--- config.mk ---
export PLATFORM = sky130hd
export DESIGN_NAME = dac_spi_driver
export DESIGN_NICKNAME = d
export VERILOG_FILES = /design/src/rtl/dac_pkg.sv /design/src/rtl/sclk_tick_gen.sv /design/src/rtl/dac_spi_driver.sv
export SDC_FILE = /design/constraint.sdc
export NUM_CORES = 1
export LEC_CHECK = 0
export ABC_CLOCK_PERIOD_IN_PS = 3800
export CAP_MARGIN = 20
export CORE_AREA = 2 2 51 53
export DETAILED_ROUTE_END_ITERATION = 8
export DIE_AREA = 0 0 53 55
export PLACE_DENSITY = 0.83
export SETUP_SLACK_MARGIN = 0.4
export SLEW_MARGIN = 40
export SYNTH_ARGS = -nofsm -noshare
export SYNTH_HDL_FRONTEND = slang
export SYNTH_SLANG_ARGS = --single-unit
--- constraint.sdc ---
create_clock -name clk -period 3.8 [get_ports clk]
set_clock_uncertainty 0.05 [all_clocks]
set_input_delay 0.76 -clock clk [delete_from_list [all_inputs] [get_ports clk]]
set_output_delay 0.76 -clock clk [all_outputs]
set_load 0.05 [all_outputs]
--- src/rtl/dac_pkg.sv ---
// dac_pkg: shared FSM states, frame layout and fixed DAC config bits
package dac_pkg;
    typedef enum logic [2:0] {IDLE, SETUP, SHIFT_LO, SHIFT_HI, CS_REL, LDAC, DONE} state_t;
    localparam int FRAME_CH = 15;
    localparam int FRAME_BUF = 14;
    localparam int FRAME_GA_N = 13;
    localparam int FRAME_SHDN_N = 12;
    localparam int FRAME_DATA_MSB = 11;
    localparam logic CFG_BUF = 1'b0;
    localparam logic CFG_GA_N = 1'b1;
    localparam logic CFG_SHDN_N = 1'b1;
endpackage

--- src/rtl/sclk_tick_gen.sv ---
// sclk_tick_gen: free-running divider that ticks once every CLK_DIV cycles
module sclk_tick_gen #(
    parameter int CLK_DIV = 2
) (
    input  logic clk,
    input  logic rst,
    input  logic clear,
    output logic tick
);
    localparam int W = CLK_DIV > 1 ? $clog2(CLK_DIV) : 1;
    localparam logic [W-1:0] LAST = W'(CLK_DIV - 1);
    logic [W-1:0] cnt;
    assign tick = cnt == LAST;
    // count up and wrap on tick; clear holds phase at zero while idle
    always_ff @(posedge clk) begin
        if (!rst || clear) cnt <= '0;
        else cnt <= tick ? '0 : cnt + 1'b1;
    end
endmodule

--- src/rtl/dac_spi_driver.sv ---
// dac_spi_driver: serialises a channel+code frame to an MCP4922-style DAC and pulses LDAC
module dac_spi_driver
    import dac_pkg::*;
#(
    parameter int CLK_DIV = 2,
    parameter int DATA_BITS = 12,
    parameter int FRAME_BITS = 16
) (
    input  logic                 clk,
    input  logic                 rst,
    input  logic                 start,
    input  logic [DATA_BITS-1:0] data_in,
    input  logic                 channel,
    output logic                 busy,
    output logic                 done,
    output logic                 dac_cs_n,
    output logic                 dac_ldac_n,
    output logic                 dac_din,
    output logic                 dac_sclk
);
    localparam int BW = $clog2(FRAME_BITS);
    state_t state, state_n;
    logic [FRAME_BITS-1:0] sreg, sreg_n;
    logic [BW-1:0] bit_cnt, cnt_n;
    logic tick;
    sclk_tick_gen #(.CLK_DIV(CLK_DIV)) u_tick (
        .clk(clk),
        .rst(rst),
        .clear(state == IDLE),
        .tick(tick)
    );
    // next state; the frame shifts left after each high phase so its MSB is always the next bit
    always_comb begin
        state_n = state;
        sreg_n = sreg;
        cnt_n = bit_cnt;
        unique case (state)
            IDLE: if (start) begin
                state_n = SETUP;
                sreg_n = {channel, CFG_BUF, CFG_GA_N, CFG_SHDN_N, data_in};
                cnt_n = BW'(FRAME_BITS - 1);
            end
            SETUP: state_n = tick ? SHIFT_LO : state;
            SHIFT_LO: state_n = tick ? SHIFT_HI : state;
            SHIFT_HI: if (tick) begin
                state_n = bit_cnt == '0 ? CS_REL : SHIFT_LO;
                cnt_n = bit_cnt - 1'b1;
                sreg_n = sreg << 1;
            end
            CS_REL: state_n = tick ? LDAC : state;
            LDAC: state_n = tick ? DONE : state;
            DONE: state_n = IDLE;
            default: state_n = IDLE;
        endcase
    end
    // state and pins registered from the next state so every pin lines up with its state
    always_ff @(posedge clk) begin
        if (!rst) begin
            state <= IDLE;
            sreg <= '0;
            bit_cnt <= '0;
            dac_cs_n <= 1'b1;
            dac_ldac_n <= 1'b1;
            dac_sclk <= 1'b0;
            dac_din <= 1'b0;
            busy <= 1'b0;
            done <= 1'b0;
        end else begin
            state <= state_n;
            sreg <= sreg_n;
            bit_cnt <= cnt_n;
            dac_cs_n <= !(state_n inside {SETUP, SHIFT_LO, SHIFT_HI});
            dac_ldac_n <= state_n != LDAC;
            dac_sclk <= state_n == SHIFT_HI;
            dac_din <= (state_n inside {SETUP, SHIFT_LO}) ? sreg_n[FRAME_BITS-1] : dac_din;
            busy <= !(state_n inside {IDLE, DONE});
            done <= state_n == DONE;
        end
    end
endmodule

==> impl_metrics.toml, run 1 <==
[placed_design]
gp_congestion = 0.7476
placed_cells_incl_taps = 176
dp_hpwl_um = 1698
port_buffers = 21

[synthesis]
netlist-cell-type-count = 35
synth_area_sq_um = 1264
synth_largest_type_area_fraction_pct = 47.52
synth_edf_count = 0
synthesis.area_per_instance_sq_um = 9.361
ys_ff_latch = 30
dominantRegCellSynth = "sky130_fd_sc_hd__dfxtp_1"
synth-warning-count = 0
synthTopCellsByCount = "30 x sky130_fd_sc_hd__dfxtp_1, 17 x sky130_fd_sc_hd__a21oi_1, 15 x sky130_fd_sc_hd__nand2_1, 14 x sky130_fd_sc_hd__a22oi_1, 6 x sky130_fd_sc_hd__nor2_1"
synth.yosys.seq_area_share_pct = 47.52
synth.top_cells.by_area = "sky130_fd_sc_hd__dfxtp_1 48%, sky130_fd_sc_hd__a22oi_1 8.3%, sky130_fd_sc_hd__a21oi_1 6.7%, sky130_fd_sc_hd__nand2_1 4.5%, sky130_fd_sc_hd__ha_1 2.0%"
postSynth.asyncResetShare_pct = 0
synth_most_common_cell = "sky130_fd_sc_hd__dfxtp_1"
number_of_cells_produced_by_synthesis = 135
syn-num-nets = 153
synth_area_leader_cell = "sky130_fd_sc_hd__dfxtp_1"

[routing]
route.vias.total = 1035
postRouteWirelength_um = 2479
route.antenna.remaining_nets = 0
wl_per_cell_um = 13.40
drc_errors = 0
detail_route.vias_per_cell = 5.595
drt_pass1_iterations = 4
drt_first_iter_violations = 13

[sta]
drv_slew = 0
rsz_0062_raised_after_global_routing = "false"
timing.max_slew.rel_slack_pct = 55.40
fin_setup_tns_ns = 0
finalWorstPathRequiredPeriod_ns = 2.301
report.final.hold_viol_count = 0
timing.final.crit_share_pct = 60.54
setup-violations-final = 0
max_freq_ghz = 0.4347
worstMarginPinSlew_ns = 0.6682

[grt]
global_route.overflow_total = 0
gr-usage-all-layers_pct = 19.61
wire_length_of_the_first_global_routing_pass_um = 3953
grt_start_max_net_pins = 24
number_of_global_route_vias_before_repair = 892
initial_antenna_violation_count = 0

[clocking]
post_cts.repair.setup_buffers = 0
tritoncts.num_buffers = 5
post_cts_hold_buffer_count = 0
cts_root_buf = "sky130_fd_sc_hd__clkbuf_4"
clock_tree_from_tritoncts = "yes"
cts.repair.resized = 0
worstSkewPairLatency_ns = 0.33
cts_htree_levels = 2
clkSlewWorstSetupHoldPaths_ns = 0.09
cts.sinks = 30
max-clock-path-buffers = 2

[cells_and_area]
nNetsFinal = 172
area_of_the_multi_input_gates_sq_um = 588.1
diodes = 0
layout_cells_sized_above_1_pct = 8.387
area.growth.synth_to_final_pct = 20.20
layout.area.seq_sq_um = 600.6
final_cells = 185
layout.filler_cells = 213

[setup_path]
critPathTopFamily = "buffers and inverters"
timing.setup.critical_path_class = "flip-flop to primary output"
critical_path.cell_chain = "clkdlybuf4s50_1"
cp_data_required_time_ns = 2.99
critPathMaxStageDelay_ns = 0.80
crit_path_top_delay_cell = "sky130_fd_sc_hd__clkdlybuf4s50_1"
crit_path_start_kind = "flip-flop"
worstPathBufferInverterCount = 1
endpoint_kind = "primary output"
crit_path_max_fanout = 2
crit_arrival_ns = 1.49

[floorplanning]
start_util_pct = 53.44
die_h_um = 55
core.rowCount = 18
placeableCoreArea_sq_um = 2365
ios = 22
floorplan.die.width_um = 53
floorplan.die_area_sq_um = 2915

[run]
cap_viol_max_count = 0

[power]
p_per_area_nw_per_um2 = 432.7
power_leakage_nw = 0.5782
power.ir.vdd_worst_v = 0.0003701
p_total_uw = 657.3

[min_path]
worstHoldPathType = "flip-flop to flip-flop"

[outcome]
run_status = "completed"
[logic make-up after synthesis]
family                     after synthesis  share of synthesized area (%)
AOI/OAI and AO/OA                       46                          24.36
xor gates and xnor gates                 3                          2.080
buffers and inverters                   14                          5.940
adders and majority gates                2                          1.980
DFF                                     30                          47.53
and+or+nand+nor                         38                          16.53
muxes                                    2                          1.584
[stage by stage]
| stage | cell area, sq um | setup slack (ns) | hold slack (ns) | util [%] |
|---|---|---|---|---|
| global placement | 1451 | 0.8927 | 0.3940 | 61.38 |
| detailed placement | 1451 | 0.8208 | 0.4002 | 61.38 |
| CTS | 1511 | 1.181 | 0.4122 | 63.92 |
| floorplan | 1264 | 2.018 | 0.3860 | - |
| finish | 1519 | 1.499 | 0.4104 | 64.23 |
| global route | 1519 | 1.455 | 0.4314 | 64.23 |
[layer usage]
metal	GRT usage [%]	up-vias	part of all wire, %
met3	8.065	6	4.3
li1	-	522	-
met5	0	-	0
met2	33.13	18	51
met4	7.692	0	1.9
met1	22.18	489	43
[registers in the layout, summed over array words and instances (netlist names)]
| signal | cells |
|---|---|
| sreg | 16 |
| bit_cnt | 4 |
| state | 3 |
| busy | 1 |
| dac_cs_n | 1 |
| dac_din | 1 |
| dac_ldac_n | 1 |
| dac_sclk | 1 |
| done | 1 |
| u_tick.tick | 1 |
[where the power goes]
part / internal, mW / switching (mW)
combinational: 0.0512 / 0.0561
clock: 0.0895 / 0.105
sequential: 0.337 / 0.0185
[layout by cell type, fill, tap and decap left out, types with 2 or more instances in the layout]
master / count
sky130_fd_sc_hd__a211oi_1: 2
sky130_fd_sc_hd__a21oi_1: 17
sky130_fd_sc_hd__a22oi_1: 14
sky130_fd_sc_hd__and3_1: 2
sky130_fd_sc_hd__clkbuf_4: 5
sky130_fd_sc_hd__clkdlybuf4s50_1: 21
sky130_fd_sc_hd__dfxtp_1: 30
sky130_fd_sc_hd__ha_1: 2
sky130_fd_sc_hd__inv_1: 4
sky130_fd_sc_hd__mux2i_1: 2
sky130_fd_sc_hd__nand2_1: 15
sky130_fd_sc_hd__nor2_1: 6
sky130_fd_sc_hd__nor2b_1: 2
sky130_fd_sc_hd__nor3_1: 5
sky130_fd_sc_hd__o21ai_0: 4
sky130_fd_sc_hd__o21bai_1: 2
sky130_fd_sc_hd__xor2_1: 2
[layout make-up]
class / instances / share of cell area [%]
flip-flops and latches: 30 / 39.54
clock inverters: 1 / 0.3295
well taps: 30 / 2.471
clock buffers: 7 / 3.624
multi-input cells: 91 / 38.71
repair buffers: 22 / 14.33
inverters: 4 / 0.9885
[worst paths after layout]
check	from	end	slack, ns	cells after the start
hold / removal	sreg[7]$_SDFFE_PN0P_	sreg[7]$_SDFFE_PN0P_	0.41	2
setup reg to reg	state[1]$_SDFF_PN0_	dac_din$_SDFFE_PN0P_	1.71	4
hold reg to reg	sreg[7]$_SDFFE_PN0P_	sreg[7]$_SDFFE_PN0P_	0.41	2
setup / recovery	dac_din$_SDFFE_PN0P_	dac_din	1.50	1
(Power assumes the default switching activity.)
==> run 2: changes to the inputs <==
--- a/config.mk
+++ b/config.mk
@@ -5,12 +5,12 @@
 export SDC_FILE = /design/constraint.sdc
 export NUM_CORES = 1
 export LEC_CHECK = 0
-export ABC_CLOCK_PERIOD_IN_PS = 3800
+export ABC_CLOCK_PERIOD_IN_PS = 2400
 export CAP_MARGIN = 20
-export CORE_AREA = 2 2 51 53
+export CORE_AREA = 2 2 53 55
 export DETAILED_ROUTE_END_ITERATION = 8
-export DIE_AREA = 0 0 53 55
-export PLACE_DENSITY = 0.83
+export DIE_AREA = 0 0 55 57
+export PLACE_DENSITY = 0.78
 export SETUP_SLACK_MARGIN = 0.4
 export SLEW_MARGIN = 40
 export SYNTH_ARGS = -nofsm -noshare
==> constraint.sdc (replaced) <==
create_clock -name clk -period 2.4 [get_ports clk]
set_clock_uncertainty 0.05 [all_clocks]
set_input_delay 0.48 -clock clk [delete_from_list [all_inputs] [get_ports clk]]
set_output_delay 0.48 -clock clk [all_outputs]
set_load 0.05 [all_outputs]
==> impl_metrics.toml, run 2 (synthesis results as in run 1) <==
[setup_path]
endpoint_kind = "flip-flop"
crit_arrival_ns = 2.01
crit_path_max_fanout = 21
timing.setup.critical_path_class = "flip-flop to flip-flop"
crit_path_start_kind = "flip-flop"
cp_data_required_time_ns = 2.56

[floorplanning]
core.rowCount = 19
placeableCoreArea_sq_um = 2615
ios = 22
floorplan.die.width_um = 55
die_h_um = 57
floorplan.die_area_sq_um = 3135
start_util_pct = 48.33

[clocking]
cts_htree_levels = 2
tritoncts.num_buffers = 5
cts_root_buf = "sky130_fd_sc_hd__clkbuf_4"
max-clock-path-buffers = 2
clkSlewWorstSetupHoldPaths_ns = 0.09
cts.sinks = 30
worstSkewPairLatency_ns = 0.33
clock_tree_from_tritoncts = "yes"
post_cts_hold_buffer_count = 0

[grt]
initial_antenna_violation_count = 0
wire_length_of_the_first_global_routing_pass_um = 4174
global_route.overflow_total = 0
number_of_global_route_vias_before_repair = 926
gr-usage-all-layers_pct = 18.71
grt_start_max_net_pins = 22

[routing]
route.vias.total = 1060
wl_per_cell_um = 13.19
drt_pass1_iterations = 4
drc_errors = 0
detail_route.vias_per_cell = 5.579
drt_first_iter_violations = 29
route.antenna.remaining_nets = 0
postRouteWirelength_um = 2506

[cells_and_area]
diodes = 0
mostFrequentLayoutCells = "30 x sky130_fd_sc_hd__dfxtp_1, 17 x sky130_fd_sc_hd__a21oi_1, 15 x sky130_fd_sc_hd__nand2_1, 15 x sky130_fd_sc_hd__clkdlybuf4s50_1, 14 x sky130_fd_sc_hd__a22oi_1"
area.growth.synth_to_final_pct = 25.25
leading_cell_type_in_the_layout_fill_and_taps_excluded = "sky130_fd_sc_hd__dfxtp_1"
layout.filler_cells = 222
layout_cells_sized_above_1_pct = 11.32
final_cells = 190
max_reg_flops = 16
fin_util_pct = 60.53
area_of_the_multi_input_gates_sq_um = 590.6
layout_top_registers = "sreg (16), bit_cnt (4), state (3)"
layout.area.seq_sq_um = 600.6
registers.top_by_ff_count = "sreg"
nNetsFinal = 176

[placed_design]
gp_congestion = 0.7535
port_buffers = 21
placed_cells_incl_taps = 182
place_worst_setup_slack_ns = 0.2486
dp_hpwl_um = 1717

[sta]
finalWorstPathRequiredPeriod_ns = 1.850
drv_slew = 0
timing.max_slew.rel_slack_pct = 65.79
setup-violations-final = 0
fin_ws_ns = 0.5502
worstMarginPinSlew_ns = 0.5123
hold_slack_ns = 0.4100
max_freq_ghz = 0.5406
fin_setup_tns_ns = 0
report.final.hold_viol_count = 0
rsz_0062_raised_after_global_routing = "false"
timing.final.crit_share_pct = 77.08

[outcome]
run_status = "completed"

[power]
power_leakage_nw = 0.6642
p_per_area_nw_per_um2 = 694.5
power.ir.vdd_worst_v = 0.0004926

[min_path]
worstHoldPathType = "flip-flop to flip-flop"

[run]
cap_viol_max_count = 0
[run 2: changes by cell type in the layout (fill, tap and decap cells not counted)]
cell                              previous run  this run
sky130_fd_sc_hd__dlygate4sd2_1               0         1
sky130_fd_sc_hd__clkdlybuf4s50_1            21        15
sky130_fd_sc_hd__and4b_2                     1         0
sky130_fd_sc_hd__clkbuf_1                    1         0
sky130_fd_sc_hd__clkinv_2                    1         0
sky130_fd_sc_hd__dlymetal6s2s_1              0         5
sky130_fd_sc_hd__buf_4                       1         5
sky130_fd_sc_hd__clkbuf_8                    1         3
sky130_fd_sc_hd__and4b_4                     0         1
[run 2: per-stage QoR]
stage          instance area, sq um  total power, mW
6_report                       1583            1.099
5_1_grt                        1583            1.164
4_1_cts                        1568            1.110
3_5_place_dp                   1490           0.7492
3_3_place_gp                   1490           0.7411
2_1_floorplan                  1264           0.6841
[run 2: metal layers]
layer | global-route usage [%] | up-vias | share of wire, % | wire [um]
met2 | 25.00 | 26 | 46 | 1164
met4 | 7.666 | 0 | 1.9 | 48
met1 | 26.52 | 495 | 46 | 1159
met5 | 0 | - | 0 | 0
li1 | - | 532 | - | -
met3 | 7.853 | 7 | 5.3 | 134
[run 2: worst paths after layout]
| path | from | endpoint | slack (ns) | cells after the start |
|---|---|---|---|---|
| max reg2reg | state[1]$_SDFF_PN0_ | dac_din$_SDFFE_PN0P_ | 0.55 | 4 |
| max | state[1]$_SDFF_PN0_ | dac_din$_SDFFE_PN0P_ | 0.55 | 4 |
| min | sreg[8]$_SDFFE_PN0P_ | sreg[8]$_SDFFE_PN0P_ | 0.41 | 2 |
| min reg2reg | sreg[8]$_SDFFE_PN0P_ | sreg[8]$_SDFFE_PN0P_ | 0.41 | 2 |
[run 2: critical path, stage by stage (launching register included)]
cell and delay, ns:
sky130_fd_sc_hd__dfxtp_1 0.62, sky130_fd_sc_hd__and4b_4 0.51, sky130_fd_sc_hd__nor2_4 0.07, sky130_fd_sc_hd__a2111oi_2 0.40
sky130_fd_sc_hd__nor3b_1 0.08
[run 2: where the power goes]
group / internal [mW] / switching [mW]
Combinational: 0.0843 / 0.0897
Clock: 0.200 / 0.163
Sequential: 0.533 / 0.0298
Total: 0.817 / 0.282
[run 2: timing repair]
action / 4_1_cts / 5_1_grt
endpoints found under the setup margin: 1 / 8
resized for setup: 1 / 6
buffers inserted: 0 / 0
cloned: 0 / 0
[run 2: layout make-up]
cell class,instances,area share [%]
Sequential cell,30,37.94
Multi-Input combinational cell,91,37.31
Timing Repair Buffer,26,16.36
Clock buffer,8,4.980
Tap cell,31,2.451
Inverter,4,0.9486
==> run 3: changes to the inputs <==
--- a/config.mk
+++ b/config.mk
@@ -5,12 +5,12 @@
 export SDC_FILE = /design/constraint.sdc
 export NUM_CORES = 1
 export LEC_CHECK = 0
-export ABC_CLOCK_PERIOD_IN_PS = 2400
+export ABC_CLOCK_PERIOD_IN_PS = 1700
 export CAP_MARGIN = 20
-export CORE_AREA = 2 2 53 55
+export CORE_AREA = 2 2 56 58
 export DETAILED_ROUTE_END_ITERATION = 8
-export DIE_AREA = 0 0 55 57
-export PLACE_DENSITY = 0.78
+export DIE_AREA = 0 0 58 60
+export PLACE_DENSITY = 0.73
 export SETUP_SLACK_MARGIN = 0.4
 export SLEW_MARGIN = 40
 export SYNTH_ARGS = -nofsm -noshare
==> constraint.sdc (replaced) <==
create_clock -name clk -period 1.7 [get_ports clk]
set_clock_uncertainty 0.05 [all_clocks]
set_input_delay 0.34 -clock clk [delete_from_list [all_inputs] [get_ports clk]]
set_output_delay 0.34 -clock clk [all_outputs]
set_load 0.05 [all_outputs]
==> impl_metrics.toml, run 3 (synthesis results as in run 1) <==
[routing]
route.vias.total = 1160
postRouteWirelength_um = 3029
route.antenna.remaining_nets = 0
wl_per_cell_um = 14.15
detail_route.vias_per_cell = 5.421
drt_pass1_iterations = 4
drt_first_iter_violations = 48
drc_errors = 0

[sta]
max_freq_ghz = 0.6532
setup-violations-final = 0
finalWorstPathRequiredPeriod_ns = 1.531
rsz_0062_raised_after_global_routing = "true"
timing.max_slew.rel_slack_pct = 78.79
worstMarginPinSlew_ns = 0.3141
drv_slew = 0
timing.final.crit_share_pct = 90.05
report.final.hold_viol_count = 0

[clocking]
post_cts_hold_buffer_count = 0
worstSkewPairLatency_ns = 0.34
cts.sinks = 30
tritoncts.num_buffers = 5
clkSlewWorstSetupHoldPaths_ns = 0.09
cts_root_buf = "sky130_fd_sc_hd__clkbuf_4"
cts_htree_levels = 2
clock_tree_from_tritoncts = "yes"
max-clock-path-buffers = 2

[setup_path]
critPathMaxStageDelay_ns = 0.38
critical_path.cell_chain = "inv_2 > ha_4 > or3b_4 > a22oi_2 > o21bai_1 > nor3b_1"
worst_setup_path_endpoint = "dac_din$_SDFFE_PN0P_"
timing.setup.critical_path_class = "flip-flop to flip-flop"
endpoint_kind = "flip-flop"
crit_path_top_delay_cell = "sky130_fd_sc_hd__or3b_4"
crit_path_start_kind = "flip-flop"
worstReg2RegStart = "bit_cnt[0]$_SDFFE_PN0P_"
crit_path_max_fanout = 2
worst-r2r-setup-slack_ns = 0.17
worstPathBufferInverterCount = 1
ff2ff_path_depth = 6
cp_data_required_time_ns = 1.87
critPathTopFamily = "simple AND/OR/NAND/NOR gates"
path_depth = 6
crit_arrival_ns = 1.70
worstSetupStartpoint = "bit_cnt[0]$_SDFFE_PN0P_"
rr_endpoint = "dac_din$_SDFFE_PN0P_"

[grt]
grt_start_max_net_pins = 19
global_route.overflow_total = 0
wire_length_of_the_first_global_routing_pass_um = 4926
gr-usage-all-layers_pct = 19.46
number_of_global_route_vias_before_repair = 1088
initial_antenna_violation_count = 0

[cells_and_area]
layout_cells_sized_above_1_pct = 38.12
mostFrequentLayoutCells = "24 x sky130_fd_sc_hd__dfxtp_1, 22 x sky130_fd_sc_hd__buf_4, 17 x sky130_fd_sc_hd__a21oi_1"
registers.top_by_ff_count = "sreg"
max_reg_flops = 16
layout.filler_cells = 227
area.growth.synth_to_final_pct = 49.90
diodes = 0
finish.instance_area_sq_um = 1894
leading_cell_type_in_the_layout_fill_and_taps_excluded = "sky130_fd_sc_hd__dfxtp_1"
nNetsFinal = 198
layout_top_registers = "sreg (16), bit_cnt (4), state (3)"

[run]
cap_viol_max_count = 0

[floorplanning]
die_h_um = 60
start_util_pct = 43.53
floorplan.die.width_um = 58
floorplan.die_area_sq_um = 3480
placeableCoreArea_sq_um = 2903
core.rowCount = 20
ios = 22

[outcome]
run_status = "completed"

[power]
p_total_mw = 1.599
p_per_area_nw_per_um2 = 844.3
power_leakage_nw = 0.7560
power.ir.vdd_worst_v = 0.0006620

[placed_design]
port_buffers = 21
dp_hpwl_um = 1771
post_place_instance_area_sq_um = 1588
gp_congestion = 0.7965

[min_path]
worstHoldPathType = "flip-flop to flip-flop"
[run 3: changes by cell type in the layout (fill, tap and decap cells not counted), moves of 3 or more]
cell                             before  now
sky130_fd_sc_hd__buf_6                0    6
sky130_fd_sc_hd__a22oi_2              0    9
sky130_fd_sc_hd__dfxtp_4              0    3
sky130_fd_sc_hd__dfxtp_1             30   24
sky130_fd_sc_hd__dlymetal6s2s_1       5    0
sky130_fd_sc_hd__dfxtp_2              0    3
sky130_fd_sc_hd__buf_4                5   22
sky130_fd_sc_hd__a22oi_1             14    5
[run 3: stage by stage]
stage	TNS [ns]	hold slack (ns)	util (%)	setup slack, ns	cells
after floorplan	0	0.3618	-	0.2622	135
after global placement	-1.022	0.3944	54.70	-0.1181	188
after detailed placement	-1.609	0.3981	54.70	-0.1552	188
after CTS	0	0.4122	63.41	0.1560	210
after global routing	0	0.4381	65.26	0.1040	214
final	0	0.4098	65.26	0.1692	214
[run 3: repair_timing]
action | in CTS | in global routing
endpoints found under the setup margin | 24 | 26
resized for setup | 24 | 8
pin swaps | 9 | 4
buffers inserted | 12 | 4
cloned | 2 | 0
[run 3: final cells by class]
type | count | area, sq um | area share (%)
clock buffer | 7 | 55.05 | 2.906
clock inverter | 1 | 5.005 | 0.2642
inverter | 4 | 15.01 | 0.7926
multi-input combinational | 91 | 683.2 | 36.06
sequential | 30 | 615.6 | 32.50
tap | 33 | 41.29 | 2.180
timing repair buffer | 48 | 479.2 | 25.30
[run 3: worst min path at each step]
stage,startpoint,end,slack (ns),cells past startpoint
2_1_floorplan,rst,dac_ldac_n$_SDFF_PN1_,0.36,1
3_3_place_gp,sreg[11]$_SDFFE_PN0P_,sreg[11]$_SDFFE_PN0P_,0.39,2
3_5_place_dp,sreg[1]$_SDFFE_PN0P_,sreg[1]$_SDFFE_PN0P_,0.40,2
4_1_cts,sreg[1]$_SDFFE_PN0P_,sreg[1]$_SDFFE_PN0P_,0.41,2
5_1_grt,sreg[11]$_SDFFE_PN0P_,sreg[11]$_SDFFE_PN0P_,0.44,2
6_report,sreg[11]$_SDFFE_PN0P_,sreg[11]$_SDFFE_PN0P_,0.41,2
[run 3: routing by layer]
| layer | vias to the layer above | GRT usage, % | wire length [um] |
|---|---|---|---|
| met5 | - | 0 | 0 |
| met4 | 0 | 9.967 | 63 |
| met3 | 6 | 6.061 | 164 |
| met2 | 30 | 32.63 | 1487 |
| met1 | 544 | 22.36 | 1312 |
| li1 | 580 | - | - |
[run 3: worst register-to-register path: cells and delay by family, from the launching register on]
kind,cells,cell delay [ns]
and+or+nand+nor,2,0.51
DFF,1,0.34
AOI/OAI and AO/OA,2,0.31
adders and majority gates,1,0.12
buffers and inverters,1,0.07
[run 3: report_power, final]
group	total, mW	internal [mW]	switching (mW)	leakage, nW
sequential	0.789	0.754	0.0357	0.250
clock	0.445	0.200	0.245	0.0353
combinational	0.365	0.190	0.175	0.471
total	1.60	1.14	0.456	0.756
